### src/rtl/y_alu_pkg.sv
// -----------------------------------------------------------------------------
// y_alu_pkg
// Purpose : shared constants for the y_alu execute-stage ALU.
//           - ALU_W : default operand/result width.
//           - OP_*  : 3-bit operation select encodings.
//           - uses_subtract() : true for ops that drive the shared adder in
//             subtract mode (SUB and SLT).
// Ports   : none (package).
// Config  : none here; the top honours macro Y_ALU_OVF_EN.
// -----------------------------------------------------------------------------
package y_alu_pkg;

  localparam int ALU_W = 32;

  localparam logic [2:0] OP_AND = 3'b000;
  localparam logic [2:0] OP_OR  = 3'b001;
  localparam logic [2:0] OP_ADD = 3'b010;
  localparam logic [2:0] OP_SUB = 3'b110;
  localparam logic [2:0] OP_SLT = 3'b111;

  // SLT is derived from a-b, so it shares the subtract path with SUB.
  function automatic logic uses_subtract(input logic [2:0] op);
    return (op == OP_SUB) || (op == OP_SLT);
  endfunction

endpackage

### src/rtl/y_alu_addsub.sv
// -----------------------------------------------------------------------------
// y_alu_addsub
// Purpose : W-bit two's-complement adder with invert-b / carry-in control.
//           i_sub=0 : o_sum = i_a + i_b
//           i_sub=1 : o_sum = i_a + ~i_b + 1  (= i_a - i_b)
//           Carry-out is not produced; results wrap modulo 2^W.
// Ports   : i_a   [W-1:0] operand A
//           i_b   [W-1:0] operand B
//           i_sub         1 selects subtract
//           o_sum [W-1:0] wrapped sum/difference
//           o_ovf         signed overflow of the operation performed
// -----------------------------------------------------------------------------
module y_alu_addsub
  import y_alu_pkg::*;
#(
  parameter int W = ALU_W
) (
  input  logic [W-1:0] i_a,
  input  logic [W-1:0] i_b,
  input  logic         i_sub,
  output logic [W-1:0] o_sum,
  output logic         o_ovf
);

  logic [W-1:0] w_b_eff;

  assign w_b_eff = i_sub ? ~i_b : i_b;
  assign o_sum   = i_a + w_b_eff + {{(W-1){1'b0}}, i_sub};

  // Overflow when the two addends (after the conditional inversion) share a
  // sign and the result does not. For subtract this reduces to "a and b
  // differ in sign and the result sign differs from a".
  assign o_ovf = (i_a[W-1] == w_b_eff[W-1]) && (o_sum[W-1] != i_a[W-1]);

endmodule

### src/rtl/y_alu.sv
// -----------------------------------------------------------------------------
// y_alu
// Purpose : registered W-bit integer ALU (AND, OR, ADD, SUB, signed SLT) with
//           zero flag, one-cycle latency, throughput of one op per cycle.
// Ports   : clk            clock, rising edge
//           rst_n          asynchronous active-low reset
//           in_vld         a/b/op valid this cycle
//           a, b  [W-1:0]  two's-complement operands
//           op    [2:0]    operation select (see y_alu_pkg OP_*)
//           z     [W-1:0]  registered result
//           ex             registered zero flag (z == 0)
//           ovf            (only with Y_ALU_OVF_EN) registered signed
//                          overflow for ADD/SUB, 0 otherwise
//           out_vld        z/ex hold a fresh result
// Config  : define Y_ALU_OVF_EN to expose the ovf output.
// -----------------------------------------------------------------------------
module y_alu
  import y_alu_pkg::*;
#(
  parameter int W = ALU_W
) (
  input  logic         clk,
  input  logic         rst_n,
  input  logic         in_vld,
  input  logic [W-1:0] a,
  input  logic [W-1:0] b,
  input  logic [2:0]   op,
  output logic [W-1:0] z,
  output logic         ex,
`ifdef Y_ALU_OVF_EN
  output logic         ovf,
`endif
  output logic         out_vld
);

  logic [W-1:0] w_sum;
  logic         w_ovf;
  logic         w_sub;
  logic         w_slt;
  logic [W-1:0] w_res;
  logic         w_zero;

  logic [W-1:0] r_z;
  logic         r_ex;
  logic         r_out_vld;

  assign w_sub = uses_subtract(op);

  y_alu_addsub #(
    .W (W)
  ) u_addsub (
    .i_a   (a),
    .i_b   (b),
    .i_sub (w_sub),
    .o_sum (w_sum),
    .o_ovf (w_ovf)
  );

  // Sign of (a-b) corrected by overflow gives the true signed comparison,
  // including the most-negative / most-positive extremes.
  assign w_slt = w_sum[W-1] ^ w_ovf;

  always_comb begin
    w_res = '0;
    case (op)
      OP_AND:  w_res = a & b;
      OP_OR:   w_res = a | b;
      OP_ADD:  w_res = w_sum;
      OP_SUB:  w_res = w_sum;
      OP_SLT:  w_res = {{(W-1){1'b0}}, w_slt};
      default: w_res = '0;
    endcase
  end

  assign w_zero = (w_res == '0);

  always_ff @(posedge clk or negedge rst_n) begin
    if (!rst_n) begin
      r_z       <= '0;
      r_ex      <= 1'b1;
      r_out_vld <= 1'b0;
    end else begin
      r_out_vld <= in_vld;
      if (in_vld) begin
        r_z  <= w_res;
        r_ex <= w_zero;
      end
    end
  end

  assign z       = r_z;
  assign ex      = r_ex;
  assign out_vld = r_out_vld;

`ifdef Y_ALU_OVF_EN
  logic w_ovf_next;
  logic r_ovf;

  assign w_ovf_next = ((op == OP_ADD) || (op == OP_SUB)) ? w_ovf : 1'b0;

  always_ff @(posedge clk or negedge rst_n) begin
    if (!rst_n) begin
      r_ovf <= 1'b0;
    end else if (in_vld) begin
      r_ovf <= w_ovf_next;
    end
  end

  assign ovf = r_ovf;
`endif

endmodule

### config.mk
export PLATFORM = sky130hd
export DESIGN_NAME = y_alu
export DESIGN_NICKNAME = d
export VERILOG_FILES = /design/src/rtl/y_alu_pkg.sv /design/src/rtl/y_alu_addsub.sv /design/src/rtl/y_alu.sv
export SDC_FILE = /design/constraint.sdc
export NUM_CORES = 1
export LEC_CHECK = 0
export ABC_CLOCK_PERIOD_IN_PS = 800
export BUFFER_PORTS_ARGS = -buffer_cell sky130_fd_sc_hd__buf_4
export CELL_PAD_IN_SITES_DETAIL_PLACEMENT = 0
export CELL_PAD_IN_SITES_GLOBAL_PLACEMENT = 1
export CORE_AREA = 2 2 112 114
export CTS_BUF_LIST = sky130_fd_sc_hd__clkbuf_8
export CTS_CLUSTER_DIAMETER = 200
export DETAILED_ROUTE_END_ITERATION = 8
export DIE_AREA = 0 0 114 116
export PLACE_DENSITY = 0.78
export RECOVER_POWER = 25
export REMOVE_ABC_BUFFERS = 1
export SYNTH_ARGS = -nofsm -noshare
export SYNTH_HDL_FRONTEND = slang
export SYNTH_SLANG_ARGS = --single-unit
### constraint.sdc
create_clock -name clk -period 0.8 [get_ports clk]
set_input_delay 0.04 -clock clk [delete_from_list [all_inputs] [get_ports clk]]
set_output_delay 0.04 -clock clk [all_outputs]
set_load 0.05 [all_outputs]
* Yosys cells after proc, flatten, opt, wreduce, memory -nomap -nowiden *
Cells that the tools add are included.

storage, ports and cells
  input bits = 70
  output and inout bits = 34
  bits in registers = 34
  logic and storage cells = 22

cells by class
  reduce and logical (&&, ||, !) cells = 5
  equality and inequality tests = 6
  bitwise gates (word level) = 4
  add/subtract/negate cells = 2
  multiplexer cells = 2

operators with widths
  cell                                                  count
  case mux 32 bit (4 select lines)                      1
  adder 32 x 1 -> 32 bit                                1
  adder 32 bit                                          1
  AND 32 bit                                            1
  logical NOT 32 bit                                    1
  two-way mux 32 bit                                    1
  NOT 32 bit                                            1
  bitwise OR 32 bit                                     1
  equality test 3 bit (second input constant)           2
  equality test 3 x 1 -> 1 bit (second input constant)  1
  equality test 3 x 2 -> 1 bit (second input constant)  1
  logical NOT 3 bit                                     1
  OR reduction 2 bit                                    1
  equality test 1 bit                                   1
  logical AND 1 bit                                     1
  logical OR 1 bit                                      1
  != test 1 bit                                         1
  bitwise XOR 1 bit                                     1

* Longest topological paths before layout *
  word-level depth = 10
  mapped depth = 17
  depth with buffers taken out = 15

* Modules after synthesis *
A second synthesis with hierarchy kept.

second synthesis, totals
  cells, all modules = 519
  area total of the unflattened synthesis = 4206.5 um^2

modules (own cells, without submodules)
  module        cells each  area an instance (um^2)  times used  seq. area each (um^2)
  y_alu_addsub  316         2247.2                   1           0.0
  y_alu         203         1959.4                   1           852.1

* Worst setup path after synthesis *
No wires, ideal clock.

  kind = input port to flip-flop
  start point = in op[2]
  end point = reg r_ex (netlist: ex)
  cell stages on the path = 17
  data required time = 731 ps
  setup time = 69 ps
  path buffers = 2
  setup slack = -2480 ps
  arrival = 3211 ps
  cells stage by stage = buf_2 -> nand2_1 -> buf_1 -> xnor2_1 -> inv_1 -> fa_1 -> nor2b_1 -> o21ai_2 -> a21o_1 -> a311o_1 -> o211ai_1 -> a31oi_1 -> xor2_1 -> o21ai_0 -> nor4_1 -> nand2_1 -> o21ai_2

on the way
  longest elaborated chain between the ends = 10
  elaborated cells between the ends (all ways) = 16
  classes of those cells = add/sub (2); eq/ne (6); mux (2); bitwise (1); reduce/logical (5)

RTL lines
  what                                  line                          source
  from (decl)                           y_alu.sv:27                   input logic [2:0] op,
  equality test 3 bit                   y_alu_pkg.sv:23, y_alu.sv:65
  logical OR 1 bit                      y_alu_pkg.sv:23               return (op == OP_SUB) || (op == OP_SLT);
  two-way mux 32 bit                    y_alu_addsub.sv:27            assign w_b_eff = i_sub ? ~i_b : i_b;
  adder 32 bit                          y_alu_addsub.sv:28            assign o_sum = i_a + w_b_eff + {{(W-1){1'b0}}, i_sub};
  adder 32 x 1 -> 32 bit                y_alu_addsub.sv:28
  != test 1 bit                         y_alu_addsub.sv:33            assign o_ovf = (i_a[W-1] == w_b_eff[W-1]) && (o_sum[W-1] != i_a[W-1]);
  logical AND 1 bit                     y_alu_addsub.sv:33
  bitwise XOR 1 bit                     y_alu.sv:61                   assign w_slt = w_sum[W-1] ^ w_ovf;
  case mux 32 bit (4 select lines) (*)  y_alu.sv:65                   case (op)
  logical NOT 32 bit (*)                y_alu.sv:75                   assign w_zero = (w_res == '0);
  to (signal assigned)                  y_alu.sv:86                   r_ex <= w_zero;
  to (decl)                             y_alu.sv:44                   logic r_ex;

Every way passes the cells marked *; elsewhere a longest branch is shown, timed or not.
A chain may end at the register's enable or synchronous reset.

* Worst setup path after layout *
  start point = in op[2]
  end point = reg r_z[28] (netlist: z[28])

on the way
  longest elaborated chain between the ends = 6
  elaborated cells between the ends (all ways) = 11
  classes of those cells = add/sub (2); eq/ne (4); mux (2); reduce/logical (3)

RTL lines
  what                                  line                          source
  equality test 3 bit                   y_alu_pkg.sv:23, y_alu.sv:65
  logical OR 1 bit                      y_alu_pkg.sv:23
  two-way mux 32 bit                    y_alu_addsub.sv:27
  adder 32 bit                          y_alu_addsub.sv:28
  adder 32 x 1 -> 32 bit                y_alu_addsub.sv:28
  case mux 32 bit (4 select lines) (*)  y_alu.sv:65
  to (signal assigned)                  y_alu.sv:85                   r_z <= w_res;
  to (decl)                             y_alu.sv:43                   logic [W-1:0] r_z;

Marked as above.

==> impl_metrics.ini <==
[grt]
grt_usage = 0.305
antenna_found_initial = 0
grt_max_degree = 53
first_global_vias = 6066
grt_pass1_wl_um = 31200
grt_overflow_total = 0

[die]
die_y_um = 116
die-area_um2 = 13200
ios = 104
die_w_um = 114
start_util = 0.368
std_cell_rows = 40
core_um2 = 11900

[setup_path]
worstSetupStartpointType = input port
cp-end-kind = flip-flop
cp_max_fo = 8
cpMaxStageDelayCell = a311o_1
worstSetupPathType = in -> reg
crit_path_max_incr_delay_ps = 410
critPathArrivalTime_ps = 3050
crit_required_ps = 1000
crit_path_cell_trace = buf_8 -> nand2_8 -> buf_6 -> xnor2_4 -> buf_6 -> ha_4 -> o211a_4 -> o21ai_4 -> buf_6 -> a21o_1 -> a311o_1 -> o211ai_1 -> buf_4 -> a31oi_4 -> xor2_2 -> o21ai_2 -> buf_4 -> mux2_4
crit_top_cell = buf_6

[synth]
ys.flop_type = dfrtp_1
seq_area_frac_synth = 0.194
yosys_warnings = 0
synth_edf_count = 0
ys_types = 64
synthArstFlopShare = 1.00
synthCells = 565
syn_area_um2 = 4380
avgSynthCellArea_um2 = 7.76
ys_ff_latch = 34

[sta]
tightest_slew_ps = 656
period_minus_slack_ps = 2850
max_freq_mhz = 351
finalSetupViolCount = 67
finalHoldViolations = 0
rsz0062_at_grt = yes
finalCritPeriodShare = 3.56
layout_setup_ws_ps = -2050
drv_slew = 0
slew_headroom = 0.557
skew_ps = 0

[hold_path]
hp-class = in -> async

[clocking]
clock-sinks = 34
clock_path_buffers = 2
cts_tree = done
root_buffer = clkbuf_8
htreeDepth = 2
cts_buffers = 5
clkLatencyLatePin_ps = 310
clkTransAtPathRegs_ps = 80

[layout]
multi_input_area_um2 = 4390
drive_gt1_frac = 0.588
final_cells = 1050
area_delta_synth_final_pct = 95.9
regArea_um2 = 852
n_antenna_cell = 0
layout.nets = 1009
fillCellCount = 910

[run_status]
status = finished, violations left
violations = negative setup slack

[drt]
wl_per_cell_um = 19.7
drc = 0
dr.pass1.iters = 5
via_count = 5878
antenna_left = 0
wl_um = 20700
avgViaCountPerCell = 5.60
drt_first_iter_violations = 295

[placement]
place.port_buffers = 103
dpl.hpwl_um = 15100
dpl.cell_count = 986
place.gp.congestion = 0.971

[power_and_ir_drop]
peakVddDrop_mv = 0.973
power_leakage_uw = 0.00382
power.density_nw_per_um2 = 1500
power_uw = 12900

[run]
cap_viol_max_count = 0
## layer usage
layer | track usage | wire length, um | share of wire
met1 | 0.362 | 8140 | 0.39
met2 | 0.552 | 10700 | 0.52
met3 | 0.0387 | 986 | 0.048
met4 | 0.138 | 899 | 0.043
met5 | 0 | 0 | 0
## cell usage after synthesis (13+ instances only)
| master | number | area [um^2] |
|---|---|---|
| dfrtp_1 | 33 | 826 |
| nand2_1 | 50 | 188 |
| nor2_1 | 49 | 184 |
| maj3_1 | 22 | 220 |
| clkbuf_1 | 21 | 78.8 |
| nor3_1 | 13 | 65.1 |
| xnor2_1 | 37 | 324 |
| o21ai_0 | 42 | 210 |
| ha_1 | 36 | 450 |
| a21oi_1 | 60 | 300 |
## cell type report
class,instances,area share
sequential,34,0.0992
clock inverter,2,0.00146
clock buffer,6,0.00962
timing repair buffer,360,0.352
tap,147,0.0214
inverter,11,0.00481
multi-input combinational,490,0.511
## state kept, by name (all words and copies together), names as in the netlist
signal   cells
ex           1
z           32
out_vld      1
## worst max-delay path: cells and delay by family
kind	cells	cell delay (ps)
adder cells (fa/ha/maj)	1	270
XOR/XNOR	2	300
buffers and inverters	6	800
multiplexers	1	250
AND/OR/NAND/NOR	1	90
AO/OA/AOI/OAI	7	1260
## power breakdown
part	internal [uW]	switching, uW	total [uW]
Combinational	4550	4730	9280
Clock	694	783	1480
Sequential	1960	183	2140
Total	7200	5690	12900
## final timing paths
check                                  startpoint  slack (ps)  depth (start not counted)                end
worst max-delay path                        op[2]       -2050                         18  z[28]$_DFFE_PN0P_
worst min-delay path                        rst_n         170                          2  z[30]$_DFFE_PN0P_
worst max register to register  z[28]$_DFFE_PN0P_        -120                          2  z[28]$_DFFE_PN0P_
worst min register to register     ex$_DFFE_PN1P_         490                          2     ex$_DFFE_PN1P_
max in group asynchronous                   rst_n         110                          3     ex$_DFFE_PN1P_
min in group clk                            b[27]         200                          5  z[27]$_DFFE_PN0P_
## cell usage in the layout, fill, tap and decap left out, types with 6 or more instances in the layout
cell type / synthesis / layout
a21oi_4: 0 / 8
xnor2_4: 0 / 6
o21a_1: 7 / 7
a21oi_2: 2 / 19
ha_1: 36 / 25
nand3_1: 10 / 6
clkbuf_8: 0 / 6
a21oi_1: 60 / 35
nand4_1: 12 / 12
a21o_1: 12 / 12
o21ai_0: 42 / 25
buf_4: 0 / 282
xnor2_2: 0 / 7
buf_6: 1 / 69
o21ai_2: 3 / 12
nand2_2: 0 / 7
inv_1: 11 / 10
nor2_2: 0 / 6
a211oi_2: 0 / 6
ha_4: 0 / 11
xnor2_1: 37 / 24
nor2_1: 49 / 42
dfrtp_1: 33 / 33
mux2_2: 12 / 11
maj3_1: 22 / 21
nor3_1: 13 / 10
nand2_1: 50 / 39
## per-stage QoR
stage               hold slack (ps)   util  setup slack [ps]  TNS, ps  instance area (um^2)
finish                          169  0.721             -2050   -51730                  8590
global route                    193  0.721             -2220   -55760                  8590
CTS                            97.3  0.668             -2090   -51180                  7960
detailed placement            -96.4  0.566             -2830   -66000                  6740
global placement               -106  0.566             -2860   -65190                  6740
floorplan                      -256      -             -2820   -73120                  4260
## repair_timing
action	4_1_cts	5_1_grt
hold buffers	1	0
setup endpoints to repair	67	67
gates resized for setup	185	93
pin swaps	62	53
setup buffers	41	16
endpoints found under the hold margin	34	0
## cell families after synthesis
logic type,synth area share
compound gates,0.286
simple gates,0.191
fa+ha+maj,0.165
xor+xnor,0.0899
buf+inv,0.0377
flops,0.194
mux,0.0354
No activity file was read; power rests on OpenSTA's default activity.
